--- src/rtl/guess_game_pkg.sv ---
`default_nettype none
// ============================================================================
// Module      : guess_game_pkg
// Description : Shared types and constants for the push-button event path.
//               Holds the arbiter state encoding and the default debounce
//               window (20 ms at 125 MHz).
// Ports       : none (package)
// Revision    : 1.0 - initial release
// ============================================================================
package guess_game_pkg;

  localparam int unsigned c_DEBOUNCE_CYCLES = 2_500_000;

  typedef enum logic [0:0] {
    IDLE  = 1'b0,
    OFFER = 1'b1
  } arb_state_t;

endpackage : guess_game_pkg
`default_nettype wire

--- src/rtl/button_debouncer.sv ---
`default_nettype none
// ============================================================================
// Module      : button_debouncer
// Description : One push-button channel: 2-flop synchronizer, stability
//               counter, debounced level and a registered rising-edge flag.
// Ports       : clk       - system clock, rising edge
//               rst       - synchronous reset, active low
//               btn_raw   - asynchronous raw button level, active high
//               level     - debounced level
//               rise      - one-cycle pulse, registered with the 0->1 change
// Revision    : 1.0 - initial release
// ============================================================================
module button_debouncer
  import guess_game_pkg::*;
#(
  parameter int unsigned DEBOUNCE_CYCLES = c_DEBOUNCE_CYCLES
) (
  input  logic clk,
  input  logic rst,
  input  logic btn_raw,
  output logic level,
  output logic rise
);

  // The counter only has to reach DEBOUNCE_CYCLES-1; the flip happens on the
  // edge that would make it DEBOUNCE_CYCLES.
  localparam int unsigned c_CNT_W = (DEBOUNCE_CYCLES > 1) ? $clog2(DEBOUNCE_CYCLES) : 1;
  localparam logic [c_CNT_W-1:0] c_CNT_LAST = c_CNT_W'(DEBOUNCE_CYCLES - 1);

  logic [1:0]         r_sync;
  logic [c_CNT_W-1:0] r_cnt;
  logic               r_level;
  logic               r_rise;

  always_ff @(posedge clk) begin
    if (!rst) begin
      r_sync  <= '0;
      r_cnt   <= '0;
      r_level <= 1'b0;
      r_rise  <= 1'b0;
    end else begin
      r_sync <= {r_sync[0], btn_raw};
      r_rise <= 1'b0;
      if (r_sync[1] == r_level) begin
        // Any agreeing cycle restarts the stability window.
        r_cnt <= '0;
      end else if (r_cnt == c_CNT_LAST) begin
        r_cnt   <= '0;
        r_level <= r_sync[1];
        r_rise  <= r_sync[1];
      end else begin
        r_cnt <= r_cnt + 1'b1;
      end
    end
  end

  assign level = r_level;
  assign rise  = r_rise;

endmodule : button_debouncer
`default_nettype wire

--- src/rtl/button_event_arbiter.sv ---
`default_nettype none
// ============================================================================
// Module      : button_event_arbiter
// Description : Debounces NUM_BTN push buttons and turns each press into one
//               valid/ready event, arbitrated round-robin. A press arriving
//               while its channel already has an event pending is dropped
//               and flagged on evt_drop.
// Ports       : clk       - system clock, rising edge
//               rst       - synchronous reset, active low
//               btn_raw   - raw button levels, active high, asynchronous
//               evt_ready - consumer accepts the offered event
//               evt_valid - an event is offered
//               evt_id    - index of the offered button
//               evt_drop  - one-cycle pulse when a press is lost
//               btn_level - debounced button levels
// Revision    : 1.0 - initial release
// ============================================================================
module button_event_arbiter
  import guess_game_pkg::*;
#(
  parameter int unsigned NUM_BTN         = 4,
  parameter int unsigned DEBOUNCE_CYCLES = c_DEBOUNCE_CYCLES
) (
  input  logic                       clk,
  input  logic                       rst,
  input  logic [NUM_BTN-1:0]         btn_raw,
  input  logic                       evt_ready,
  output logic                       evt_valid,
  output logic [$clog2(NUM_BTN)-1:0] evt_id,
  output logic                       evt_drop,
  output logic [NUM_BTN-1:0]         btn_level
);

  localparam int unsigned c_ID_W  = $clog2(NUM_BTN);
  localparam int unsigned c_SUM_W = c_ID_W + 1;
  localparam logic [c_SUM_W-1:0] c_NUM    = c_SUM_W'(NUM_BTN);
  localparam logic [c_ID_W-1:0]  c_ID_MAX = c_ID_W'(NUM_BTN - 1);

  logic [NUM_BTN-1:0] w_level;
  logic [NUM_BTN-1:0] w_rise;

  genvar gi;
  generate
    for (gi = 0; gi < NUM_BTN; gi++) begin : g_debounce
      button_debouncer #(
        .DEBOUNCE_CYCLES(DEBOUNCE_CYCLES)
      ) u_debouncer (
        .clk    (clk),
        .rst    (rst),
        .btn_raw(btn_raw[gi]),
        .level  (w_level[gi]),
        .rise   (w_rise[gi])
      );
    end
  endgenerate

  arb_state_t         r_state;
  arb_state_t         w_state_nxt;
  logic [NUM_BTN-1:0] r_pend;
  logic [NUM_BTN-1:0] w_pend_nxt;
  logic [c_ID_W-1:0]  r_ptr;
  logic [c_ID_W-1:0]  w_ptr_nxt;
  logic [c_ID_W-1:0]  r_id;
  logic [c_ID_W-1:0]  w_id_nxt;
  logic               r_drop;
  logic               w_drop_nxt;
  logic [NUM_BTN-1:0] w_grant;

  // Round-robin pick: first pending index at or after r_ptr, wrapping.
  // Scanning from the far end lets the nearest hit overwrite the others.
  logic               w_found;
  logic [c_ID_W-1:0]  w_sel;
  logic [c_SUM_W-1:0] w_sum;
  logic [c_ID_W-1:0]  w_idx;

  always_comb begin
    w_found = 1'b0;
    w_sel   = '0;
    w_sum   = '0;
    w_idx   = '0;
    for (int k = NUM_BTN - 1; k >= 0; k--) begin
      w_sum = {1'b0, r_ptr} + c_SUM_W'(k);
      w_idx = (w_sum >= c_NUM) ? c_ID_W'(w_sum - c_NUM) : c_ID_W'(w_sum);
      if (r_pend[w_idx]) begin
        w_found = 1'b1;
        w_sel   = w_idx;
      end
    end
  end

  always_comb begin
    w_state_nxt = r_state;
    w_ptr_nxt   = r_ptr;
    w_id_nxt    = r_id;
    w_grant     = '0;
    unique case (r_state)
      IDLE: begin
        if (w_found) begin
          w_state_nxt    = OFFER;
          w_id_nxt       = w_sel;
          w_grant[w_sel] = 1'b1;
        end
      end
      OFFER: begin
        if (evt_ready) begin
          w_state_nxt = IDLE;
          w_ptr_nxt   = (r_id == c_ID_MAX) ? '0 : r_id + 1'b1;
        end
      end
      default: w_state_nxt = IDLE;
    endcase
    // A new press landing on the same cycle as its own grant-clear survives
    // as a fresh pending event; only a press on a still-pending bit is lost.
    w_pend_nxt = (r_pend & ~w_grant) | w_rise;
    w_drop_nxt = |(w_rise & r_pend & ~w_grant);
  end

  always_ff @(posedge clk) begin
    if (!rst) begin
      r_state <= IDLE;
      r_pend  <= '0;
      r_ptr   <= '0;
      r_id    <= '0;
      r_drop  <= 1'b0;
    end else begin
      r_state <= w_state_nxt;
      r_pend  <= w_pend_nxt;
      r_ptr   <= w_ptr_nxt;
      r_id    <= w_id_nxt;
      r_drop  <= w_drop_nxt;
    end
  end

  assign evt_valid = (r_state == OFFER);
  assign evt_id    = r_id;
  assign evt_drop  = r_drop;
  assign btn_level = w_level;

endmodule : button_event_arbiter
`default_nettype wire

--- config.mk ---
export PLATFORM = sky130hd
export DESIGN_NAME = button_event_arbiter
export DESIGN_NICKNAME = d
export VERILOG_FILES = /design/src/rtl/guess_game_pkg.sv /design/src/rtl/button_debouncer.sv /design/src/rtl/button_event_arbiter.sv
export SDC_FILE = /design/constraint.sdc
export NUM_CORES = 1
export LEC_CHECK = 0
export BUFFER_PORTS_ARGS = -buffer_cell sky130_fd_sc_hd__buf_2
export CAP_MARGIN = 20
export CORE_MARGIN = 8
export CORE_UTILIZATION = 35
export DETAILED_ROUTE_END_ITERATION = 8
export HOLD_SLACK_MARGIN = 0.1
export PLACE_DENSITY = 0.62
export SYNTH_ARGS = -nofsm -noshare
export SYNTH_HDL_FRONTEND = slang
export SYNTH_SLANG_ARGS = --single-unit
export TNS_END_PERCENT = 30
--- constraint.sdc ---
create_clock -name clk -period 1.8 [get_ports clk]
set_clock_uncertainty 0.05 [all_clocks]
set_input_delay 0.36 -clock clk [delete_from_list [all_inputs] [get_ports clk]]
set_output_delay 0.36 -clock clk [all_outputs]
set_load 0.01 [all_outputs]
==> flow_summary.toml <==
[route]
vias = 3945
drtIter0Drc = 228
avgRoutedWirePerCell_microns = 12.4
via_per_inst = 4.94
dr.pass1.iters = 4
wirelength_microns = 9880
postRouteAntennaNets = 0
drc = 0

[clocking]
cts_root_buf = "clkbuf_16"
htreeDepth = 4
cts_tree = "yes"
numCtsBuffers = 17
clk_pin_slew_ps = 50
clockBufferDepth = 2
worstSkewPairLatency_ps = 420
clock-sinks = 114

[synth]
synth_area_sq_um = 4930
synth_edf_count = 0
synth_flop_cell = "dfxtp_1"
netlist_instances = 548
ys_types = 42
async_flop_share_pct = 0
syn_nets = 560
synth-warning-count = 0
ys_seq_area_share_pct = 46.3
ys_ff_latch = 114
synth.avg_cell_area_sq_um = 9.00

[timing]
max_slew.worst_pin.slew_ps = 543
rsz0062_at_grt = "true"
slew_violations = 0
max_freq_ghz = 0.572
setup_violations = 0
hold_viol = 0
slew_headroom_pct = 63.5
period_minus_slack_ps = 1750
post-route-period-util_pct = 97.2
finalSetupTns_ps = 0
hold_ws_ps = 114

[global_route]
antenna_found_initial = 0
grt_max_degree = 23
grt_pass1_wl_microns = 16400
grt_pass1_vias = 3730
grt_overflow = 0
track_usage_pct = 11.1

[floorplan]
die_x_microns = 135
start_util_pct = 35.7
die_y_microns = 135
io_pins = 15
dieArea_sq_um = 18200
core_area_sq_um = 13800
rows = 43

[final_layout]
instances_no_fill = 798
final_area_sq_um = 6280
n_antenna_cell = 0
finalNetCount = 619
layout.cells.most_common_list = "nor2_1 (101), dfxtp_1 (100), xnor2_1 (43)"
synthToLayoutAreaGrowth_pct = 27.3
register_area_sq_um = 2300
final_core_util_pct = 45.4
drive_above_1_share_pct = 19.7
multi_input_area_sq_um = 2620
fill_cells = 1296
layout_commonest_cell = "nor2_1"

[power]
p_int_mw = 4.77
share_comb_of_total_power_pct = 1.3
p_clk_share_pct = 55.4
switchingPower_mw = 1.12
ir_drop_v = 0.000605
pwr-share-seq_pct = 43.2
p_per_area_nw_per_um2 = 938
leakagePower_nw = 2.14
sw_frac_of_total_pct = 19.0

[placement]
dp_hpwl_microns = 6730
gp_congestion = 0.790
place_area_sq_um = 5410
port_buffers = 14
dp.cells = 759

[critical_path]
crit_path_end_kind = "register"
cpPeakStageDelay_ps = 360
cp_slowest_cell = "dfxtp_2"
arrival_ps = 2000
path_class = "reg2reg"
critical_path.cell_chain = "ha_4 -> nand4_1 -> nor4_2 -> buf_4 -> nand3b_1 -> buf_12 -> nor2_1"
cp-start-kind = "register"
crit_required_ps = 2050
crit_fanout = 22

[flow_run]
maxCapViolations = 0

[worst_hold_path]
min_path_type = "in2reg"

[outcome]
status = "finished clean"
-- cells by family after synthesis --
kind of cell               synth area share [%]
AOI/OAI and AO/OA                          4.24
xor gates and xnor gates                   14.7
buffers and inverters                      3.83
muxes                                     0.812
DFF                                        46.3
and+or+nand+nor                            28.9
adders and majority gates                  1.27
-- timing repair --
| action | in CTS | in global routing |
|---|---|---|
| pin swaps | 1 | 7 |
| buffers inserted | 0 | 3 |
| gates cloned | 0 | 3 |
| setup endpoints to repair | 1 | 84 |
| hold buffers | 3 | 0 |
| resized for setup | 3 | 38 |
| hold endpoints to repair | 3 | 0 |
-- synthesized netlist by cell type (4+ instances only) --
cell type	n	area, sq um
nor4b_1	4	35.0
buf_2	4	20.0
nand4_1	21	131
nor4bb_1	4	40.0
dfxtp_1	114	2280
mux2i_1	4	40.0
a21oi_1	8	40.0
o21a_1	6	45.0
nor3_1	18	90.1
nor4_1	11	68.8
nand2_1	31	116
and4_1	11	96.3
and3_1	9	56.3
ha_1	5	62.6
and2_1	12	75.1
nor2b_1	7	43.8
xnor2_1	43	377
buf_4	8	60.1
nor2_1	102	383
inv_1	17	63.8
xor2_1	40	350
nand3_1	33	165
-- routing by layer --
metal	track usage [%]	share of wire [%]	wire length, microns	vias up
met5	0	0	0	-
met4	6.18	3.0	298	0
met3	3.68	4.5	440	25
met2	17.9	48	4700	77
met1	12.8	45	4450	1854
li1	-	-	-	1989
-- registers in the layout (all words and copies together), names as in the netlist, 2 cells and up --
register                       cells
g_debounce.u_debouncer.level       4
evt_id                             2
g_debounce.u_debouncer.r_sync      8
g_debounce.u_debouncer.rise        4
g_debounce.u_debouncer.r_cnt      88
r_ptr                              2
r_pend                             4
-- layout make-up --
| cell class | instances | share of cell area [%] |
|---|---|---|
| inverter | 17 | 1.02 |
| timing repair buffer | 58 | 7.91 |
| multi-input combinational | 399 | 41.6 |
| sequential | 114 | 36.6 |
| clock inverter | 5 | 1.19 |
| clock buffer | 25 | 8.05 |
| tap | 180 | 3.58 |
-- power by group through the flow --
stage                     Sequential (mW)  Combinational, mW  Clock [mW]
after global routing                 2.54             0.0874        3.46
after global placement               2.60             0.0607           0
after detailed placement             2.60             0.0624           0
after floorplan                      2.59             0.0391           0
after CTS                            2.54             0.0672        3.34
final                                2.55             0.0782        3.27
-- worst max-delay path, delay by kind of cell (launching register included) --
kind,cells,cell delay (ps)
fa+ha+maj,1,140
buf+inv,2,350
flops,1,360
simple gates,4,720
-- through the flow --
| stage | worst slack (ps) | total power [mW] |
|---|---|---|
| 2_1_floorplan | 49.9 | 2.63 |
| 3_3_place_gp | 8.65 | 2.66 |
| 4_1_cts | 6.35 | 5.95 |
| 3_5_place_dp | -21.6 | 2.66 |
| 5_1_grt | -21.7 | 6.09 |
| 6_report | 50.6 | 5.89 |
-- final timing paths --
check	cells past startpoint	end	slack, ps	from
hold / removal	2	g_debounce[0].u_debouncer.r_sync[0]	110	btn_raw[0]
hold reg to reg	1	g_debounce[3].u_debouncer.r_sync[1]	380	g_debounce[3].u_debouncer.r_sync[0]
setup reg to reg	7	g_debounce[0].u_debouncer.r_cnt[18]	50	g_debounce[0].u_debouncer.r_cnt[0]
setup / recovery	7	g_debounce[0].u_debouncer.r_cnt[18]	50	g_debounce[0].u_debouncer.r_cnt[0]
No activity file was read; power rests on OpenSTA's default activity.
